File: src/rtl/traffic_request_cond_pkg.sv
// Shared traffic definitions for the traffic-light controller family.
// Holds the default conditioning parameters and the direction indices
// (NS=0, EW=1) used by the request conditioner, the controller and its bench.
package traffic_request_cond_pkg;

  localparam int DEBOUNCE_CYCLES_DEF = 4;
  localparam int WAIT_W_DEF          = 8;
  localparam int MAX_WAIT_DEF        = 64;

  localparam int NS      = 0;
  localparam int EW      = 1;
  localparam int NUM_DIR = 2;

endpackage

File: src/rtl/traffic_request_cond_sensor_debounce.sv
// sensor_debounce: two-flop synchroniser followed by a debouncer for one raw,
// asynchronous, possibly bouncing input.
// Ports:
//   clk   in   system clock (rising edge)
//   rst   in   synchronous active-high reset
//   din   in   raw asynchronous input
//   level out  debounced level (resets to 0)
//   rise  out  one-cycle pulse on the edge where level goes 0 -> 1
module sensor_debounce #(
  parameter int DEBOUNCE_CYCLES = 4
) (
  input  logic clk,
  input  logic rst,
  input  logic din,
  output logic level,
  output logic rise
);

  localparam int             CW       = $clog2(DEBOUNCE_CYCLES);
  localparam logic [CW-1:0]  CNT_LAST = CW'(DEBOUNCE_CYCLES - 1);

  logic          sync1_q;
  logic          sync2_q;
  logic          level_q;
  logic          rise_q;
  logic [CW-1:0] cnt_q;

  always_ff @(posedge clk) begin
    if (rst) begin
      sync1_q <= 1'b0;
      sync2_q <= 1'b0;
      level_q <= 1'b0;
      rise_q  <= 1'b0;
      cnt_q   <= '0;
    end else begin
      sync1_q <= din;
      sync2_q <= sync1_q;
      rise_q  <= 1'b0;
      if (sync2_q == level_q) begin
        cnt_q <= '0;
      end else if (cnt_q == CNT_LAST) begin
        // DEBOUNCE_CYCLES consecutive differing samples: accept the new level.
        cnt_q   <= '0;
        level_q <= sync2_q;
        rise_q  <= sync2_q;
      end else begin
        cnt_q <= cnt_q + 1'b1;
      end
    end
  end

  assign level = level_q;
  assign rise  = rise_q;

endmodule

File: src/rtl/traffic_request_cond.sv
// traffic_request_cond: input conditioning upstream of the traffic-light
// controller. Debounces vehicle loops and pedestrian buttons per approach,
// latches service requests, and tracks how long each request has waited.
// Requests are cleared by the controller's own green lamp for that approach.
// Ports:
//   clk, rst                 clock, synchronous active-high reset
//   NS_sense, EW_sense       raw vehicle-loop detectors
//   NS_ped_btn, EW_ped_btn   raw pedestrian buttons
//   NS_green, EW_green       controller green lamps (service indication)
//   NS_req, EW_req           service request pending
//   NS_urgent, EW_urgent     request has waited >= MAX_WAIT cycles
//   NS_ped_pending, EW_ped_pending  pedestrian request latched, not served
module traffic_request_cond
  import traffic_request_cond_pkg::*;
#(
  parameter int DEBOUNCE_CYCLES = DEBOUNCE_CYCLES_DEF,
  parameter int WAIT_W          = WAIT_W_DEF,
  parameter int MAX_WAIT        = MAX_WAIT_DEF
) (
  input  logic clk,
  input  logic rst,
  input  logic NS_sense,
  input  logic EW_sense,
  input  logic NS_ped_btn,
  input  logic EW_ped_btn,
  input  logic NS_green,
  input  logic EW_green,
  output logic NS_req,
  output logic EW_req,
  output logic NS_urgent,
  output logic EW_urgent,
  output logic NS_ped_pending,
  output logic EW_ped_pending
);

  localparam logic [WAIT_W-1:0] MAX_WAIT_W = WAIT_W'(MAX_WAIT);
  localparam logic [WAIT_W-1:0] WAIT_SAT   = '1;

  logic [NUM_DIR-1:0] sense_raw;
  logic [NUM_DIR-1:0] btn_raw;
  logic [NUM_DIR-1:0] green;
  logic [NUM_DIR-1:0] sense_lvl;
  logic [NUM_DIR-1:0] sense_rise;
  logic [NUM_DIR-1:0] btn_lvl;
  logic [NUM_DIR-1:0] btn_rise;
  logic [NUM_DIR-1:0] req_v;
  logic [NUM_DIR-1:0] urg_v;
  logic [NUM_DIR-1:0] pend_v;

  assign sense_raw[NS] = NS_sense;
  assign sense_raw[EW] = EW_sense;
  assign btn_raw[NS]   = NS_ped_btn;
  assign btn_raw[EW]   = EW_ped_btn;
  assign green[NS]     = NS_green;
  assign green[EW]     = EW_green;

  // Vehicle requests follow the debounced level; their edge pulse is not needed.
  // The button level is only needed for its edge pulse.
  logic unused_cond_sigs;
  assign unused_cond_sigs = ^{sense_rise, btn_lvl};

  for (genvar d = 0; d < NUM_DIR; d++) begin : g_dir
    logic              veh_q;
    logic              ped_q;
    logic              req_q;
    logic              pend_q;
    logic              urg_q;
    logic [WAIT_W-1:0] wait_q;
    logic              req_d;

    sensor_debounce #(.DEBOUNCE_CYCLES(DEBOUNCE_CYCLES)) u_sense (
      .clk   (clk),
      .rst   (rst),
      .din   (sense_raw[d]),
      .level (sense_lvl[d]),
      .rise  (sense_rise[d])
    );

    sensor_debounce #(.DEBOUNCE_CYCLES(DEBOUNCE_CYCLES)) u_btn (
      .clk   (clk),
      .rst   (rst),
      .din   (btn_raw[d]),
      .level (btn_lvl[d]),
      .rise  (btn_rise[d])
    );

    // Green clears every stage of this direction in the same edge, so a
    // green lamp always wins over a simultaneous set.
    assign req_d = (veh_q | ped_q) & ~green[d];

    always_ff @(posedge clk) begin
      if (rst) begin
        veh_q  <= 1'b0;
        ped_q  <= 1'b0;
        req_q  <= 1'b0;
        pend_q <= 1'b0;
        urg_q  <= 1'b0;
        wait_q <= '0;
      end else begin
        veh_q  <= ~green[d] & (veh_q | sense_lvl[d]);
        // Only the debounced press edge sets the latch; a held button cannot
        // re-arm it until it has been released and pressed again.
        ped_q  <= ~green[d] & (ped_q | btn_rise[d]);
        req_q  <= req_d;
        pend_q <= ~green[d] & ped_q;
        if (!req_d) begin
          wait_q <= '0;
        end else if (req_q && (wait_q != WAIT_SAT)) begin
          wait_q <= wait_q + 1'b1;
        end
        urg_q  <= req_d & (wait_q >= MAX_WAIT_W);
      end
    end

    assign req_v[d]  = req_q;
    assign urg_v[d]  = urg_q;
    assign pend_v[d] = pend_q;
  end

  assign NS_req         = req_v[NS];
  assign EW_req         = req_v[EW];
  assign NS_urgent      = urg_v[NS];
  assign EW_urgent      = urg_v[EW];
  assign NS_ped_pending = pend_v[NS];
  assign EW_ped_pending = pend_v[EW];

endmodule

File: config.mk
export PLATFORM = sky130hd
export DESIGN_NAME = traffic_request_cond
export DESIGN_NICKNAME = d
export VERILOG_FILES = /design/src/rtl/traffic_request_cond_pkg.sv /design/src/rtl/traffic_request_cond_sensor_debounce.sv /design/src/rtl/traffic_request_cond.sv
export SDC_FILE = /design/constraint.sdc
export NUM_CORES = 1
export LEC_CHECK = 0
export ABC_AREA = 1
export CORE_ASPECT_RATIO = 0.7
export CORE_MARGIN = 2
export CORE_UTILIZATION = 40
export CTS_CLUSTER_DIAMETER = 50
export CTS_CLUSTER_SIZE = 40
export DETAILED_ROUTE_END_ITERATION = 16
export SLEW_MARGIN = 30
export SYNTH_ARGS = -nofsm -noshare
export SYNTH_HDL_FRONTEND = slang
export SYNTH_SLANG_ARGS = --single-unit
File: constraint.sdc
create_clock -name clk -period 1.8 [get_ports clk]
set_input_delay 0.27 -clock clk [delete_from_list [all_inputs] [get_ports clk]]
set_output_delay 0.27 -clock clk [all_outputs]
set_load 0.01 [all_outputs]
==> PnR_summary.wiki <==
{| class="wikitable"
! Metric !! Value
|-
| Status || finished clean
|-
| Power density of the placed cells || approximately 800 nW/um^2
|-
| Cell-by-cell trace of the critical path || clkdlybuf4s50_1
|-
| Netlist area before placement || 1914 sq um
|-
| Max reg flops || 16
|-
| Largest fanout on the critical path || 9
|-
| Via count of the first global-routing pass || roughly 1,200
|-
| Total Routing Usage GR || roughly 13%
|-
| DRC violations left || 0
|-
| # H-tree levels || 2
|-
| Final count of negative-setup-slack endpoints || 0
|-
| Detail-routed via count per cell || 4.447
|-
| CTS Root Cell || clkbuf_8
|-
| Diode count || 0
|-
| Top delay family on crit path || buffers and inverters
|-
| Register with the most flip-flops || g_dir.wait_q
|-
| Core Util, Final || 46.85%
|-
| Worst path required time || 1.53 ns
|-
| Proportion of power drawn by flip-flops and latches || between 60% and 70%
|-
| Count of routing violations after the opening detailed-route iteration || between 100 and 150
|-
| Number of buffers inserted during clock tree synthesis || 5
|-
| Number of cell rows || 21
|-
| Largest stage delay on the critical path || 0.59 ns
|-
| Share of total power consumed by net switching || 21.09%
|-
| Total die area || 5364 sq um
|-
| Reported net switching power || 363.6 uW
|-
| Unrepaired setup endpoints after global routing || no
|-
| Placed wire-length estimate after detailed placement || 2231 um
|-
| Startpoint of the lowest-slack hold path || g_dir[0].u_sense.sync1_q
|-
| Sum of internal, switching and leakage power || ~1.7 mW
|-
| Number of vias in the routed layout || roughly 1,500
|-
| Number of distinct library cell variants in the gate-level netlist after synthesis || 24
|-
| Buffers inserted by post-CTS timing repair || 0
|-
| Number of antenna violations at the first check in global routing || 0
|-
| Initial core utilization || 40.70%
|-
| Fraction of layout instances using a drive strength above 1 || roughly 6.6%
|-
| IO buf count || 13
|-
| Global-route wire length before repair || 5264 um
|-
| Final-layout setup total negative slack || 0 ns
|-
| Highest clock rate || ~610 MHz
|-
| Final worst-path cycle share || approximately nine tenths
|-
| Transition time at the pin with the least slew margin || approximately 0.35 ns
|-
| Boundary pin count || 14
|-
| CP Class || reg2out
|-
| Worst Setup Slack, final || 0.1655 ns
|-
| Max-capacitance violation count || 0
|-
| CTS tree || done
|-
| Number of warnings reported in the yosys synthesis log || 0
|-
| Area taken by flip-flops and latches || 960.9 sq um
|-
| Clock network fraction of total power || 34.9%
|-
| CTS resizes || 0
|-
| Pre-CTS worst setup slack || 0.1315 ns
|-
| Critical path launch point type || register
|-
| Crit path capture type || output pin
|-
| CP bufs+invs || 1
|-
| Crit path launch || NS_req
|-
| Vertical die dimension || 61.88 um
|-
| Global-route congestion overflow total || 0
|-
| Max transition margin || 76.52%
|-
| Fill cells || 453
|-
| Setup skew after layout || 0.002405 ns
|-
| Startpoint of the lowest-slack register-to-register path || g_dir[1].wait_q[1]
|-
| Hold-fix buffers, CTS || 0
|-
| Post-Synthesis Mean Instance Area || 7.597 sq um
|-
| Final number of hold-violating endpoints || 0
|-
| GPL Wtd Cong || 0.7672
|-
| Arrival time reported for the critical path endpoint || 1.36 ns
|-
| Combinational share of power || under 10%
|-
| Syn Inst Count || 252
|-
| Largest registers || g_dir.wait_q x16, g_dir.u_btn.cnt_q x4, g_dir.u_sense.cnt_q x4
|-
| Sequential cell area fraction in the yosys report || 50.20%
|-
| Routed WL per cell || between 9 and 10 um
|-
| Area added between synthesis and finish || 15.10%
|-
| Maximum buffer depth of the clock tree || 2
|-
| Synthesized net count || 266
|-
| Area occupied by multi-input gates || 794.5 sq um
|-
| Slowest CP cell || clkdlybuf4s50_1
|-
| Total detailed-routing wirelength || 3044 um
|-
| Detailed Routing Iterations Pass 1 || 4
|-
| Worst hold path class || reg2reg
|-
| Total of flip-flops plus latches after synthesis || 48
|-
| Standard cell core area || 4703 sq um
|-
| Die X-Extent || 86.69 um
|-
| Leakage power total || 0.8867 nW
|-
| Insertion delay to the later sink of the worst-skew pair || 0.29 ns
|-
| CTS clock-pin slew for the worst setup and hold paths || 0.08 ns
|-
| Net count reported at finish || 286
|-
| Number of clock sinks || 48
|-
| Count of nets left with antenna violations after detail routing || 0
|-
| Number of pins with negative max-slew slack in the final report || 0
|-
| Maximum ir drop on the vdd rail || slightly above 0.5 mV
|-
| Maximum number of pins on one net before global-route repair || 15
|-
| Worst hold margin || 0.4030 ns
|-
| Final critical path time including I/O delays and setup || 1.634 ns
|-
| Internal power summed over all cells || around 1.4 mW
|}
kinds of logic (layout without fill, tap and decap cells):
| kind of cell | count (synthesis) | after routing | synth area share (%) |
|---|---|---|---|
| AOI/OAI and AO/OA | 26 | 26 | 8.431 |
| xor gates and xnor gates | 1 | 1 | 0.4576 |
| and+or+nand+nor | 130 | 130 | 28.69 |
| buffers and inverters | 41 | 61 | 8.301 |
| DFF | 48 | 48 | 50.20 |
| adders and majority gates | 6 | 6 | 3.921 |
per-layer routing:
layer  up-vias  global-route usage [%]  wire [um]
met3         5                   3.963        153
met5         -                       0          0
li1        816                       -          -
met4         0                   5.357         42
met2        29                   16.81       1134
met1       613                   18.67       1713
area by class of cell:
type / instances / area share, %
clock buffer: 5 / 3.123
clock inverter: 2 / 0.5679
inverter: 38 / 6.474
multi-input combinational: 163 / 36.06
sequential: 48 / 43.61
tap: 57 / 3.237
timing repair buffer: 16 / 6.928
cells in the final DEF, fill, tap and decap left out:
| cell type | count |
|---|---|
| inv_1 | 38 |
| clkbuf_8 | 5 |
| nor2_1 | 57 |
| clkinvlp_4 | 1 |
| nand4_1 | 2 |
| or2_2 | 1 |
| clkdlybuf4s50_1 | 13 |
| clkinv_2 | 1 |
| a21oi_4 | 1 |
| nor3_1 | 4 |
| nor2_4 | 1 |
| o211ai_1 | 2 |
| o21ai_2 | 1 |
| or2_4 | 1 |
| nand3_4 | 1 |
| o21a_1 | 2 |
| buf_4 | 3 |
| a21oi_1 | 14 |
| xor2_1 | 1 |
| o21ai_0 | 5 |
| ha_1 | 6 |
| nand3_1 | 16 |
| nand2_2 | 1 |
| a21boi_2 | 1 |
| dfxtp_1 | 48 |
| nand2_1 | 46 |
Yosys cell counts:
master     n  area, sq um
nor3_1     4        20.02
nand2_2    1        6.260
a21oi_1   14        70.07
nand2_1   46        172.7
a21oi_4    1        16.27
nor2_4     1        11.26
o211ai_1   2        15.01
inv_1     38        142.6
or2_4      1        8.760
ha_1       6        75.07
nand3_4    1        17.52
dfxtp_1   48        960.9
o21ai_2    1        8.760
o21a_1     2        15.01
nand4_1    2        12.51
clkbuf_2   1        5.000
buf_4      1        7.510
xor2_1     1        8.760
or2_2      1        6.260
a21boi_2   1        11.26
nor2_1    57        214.0
o21ai_0    5        25.02
clkbuf_1   1        3.750
nand3_1   16        80.08
power groups by stage:
stage	logic, mW	registers (mW)	clock network (mW)
finish	0.0461	1.08	0.601
global route	0.0523	1.08	0.678
CTS	0.0468	1.08	0.634
detailed placement	0.0468	1.10	0
global placement	0.0458	1.10	0
floorplan	0.0223	1.10	0
metrics by stage:
step / instance area (sq um) / cells
6_report: 2203 / 329
5_1_grt: 2203 / 329
4_1_cts: 2203 / 329
3_5_place_dp: 2122 / 322
3_3_place_gp: 2122 / 322
2_1_floorplan: 1914 / 252
worst paths after layout:
check | slack [ns] | end | cells past startpoint
worst min register to register | 0.40 | g_dir[0].u_sense.sync2_q | 2
worst max-delay path | 0.17 | NS_req | 1
worst max register to register | 0.43 | g_dir[1].wait_q[0] | 8
worst min-delay path | 0.40 | g_dir[0].u_sense.sync2_q | 2
worst reg2reg max path, cell delays in order, from the launching register on:
cell     delay [ns]
dfxtp_1        0.38
ha_1           0.18
nand2_1        0.09
nor2_1         0.13
nand2_1        0.15
nand2_2        0.17
nand2_1        0.08
nand2_1        0.06
nor2_1         0.03
No activity file was read; power rests on OpenSTA's default activity.
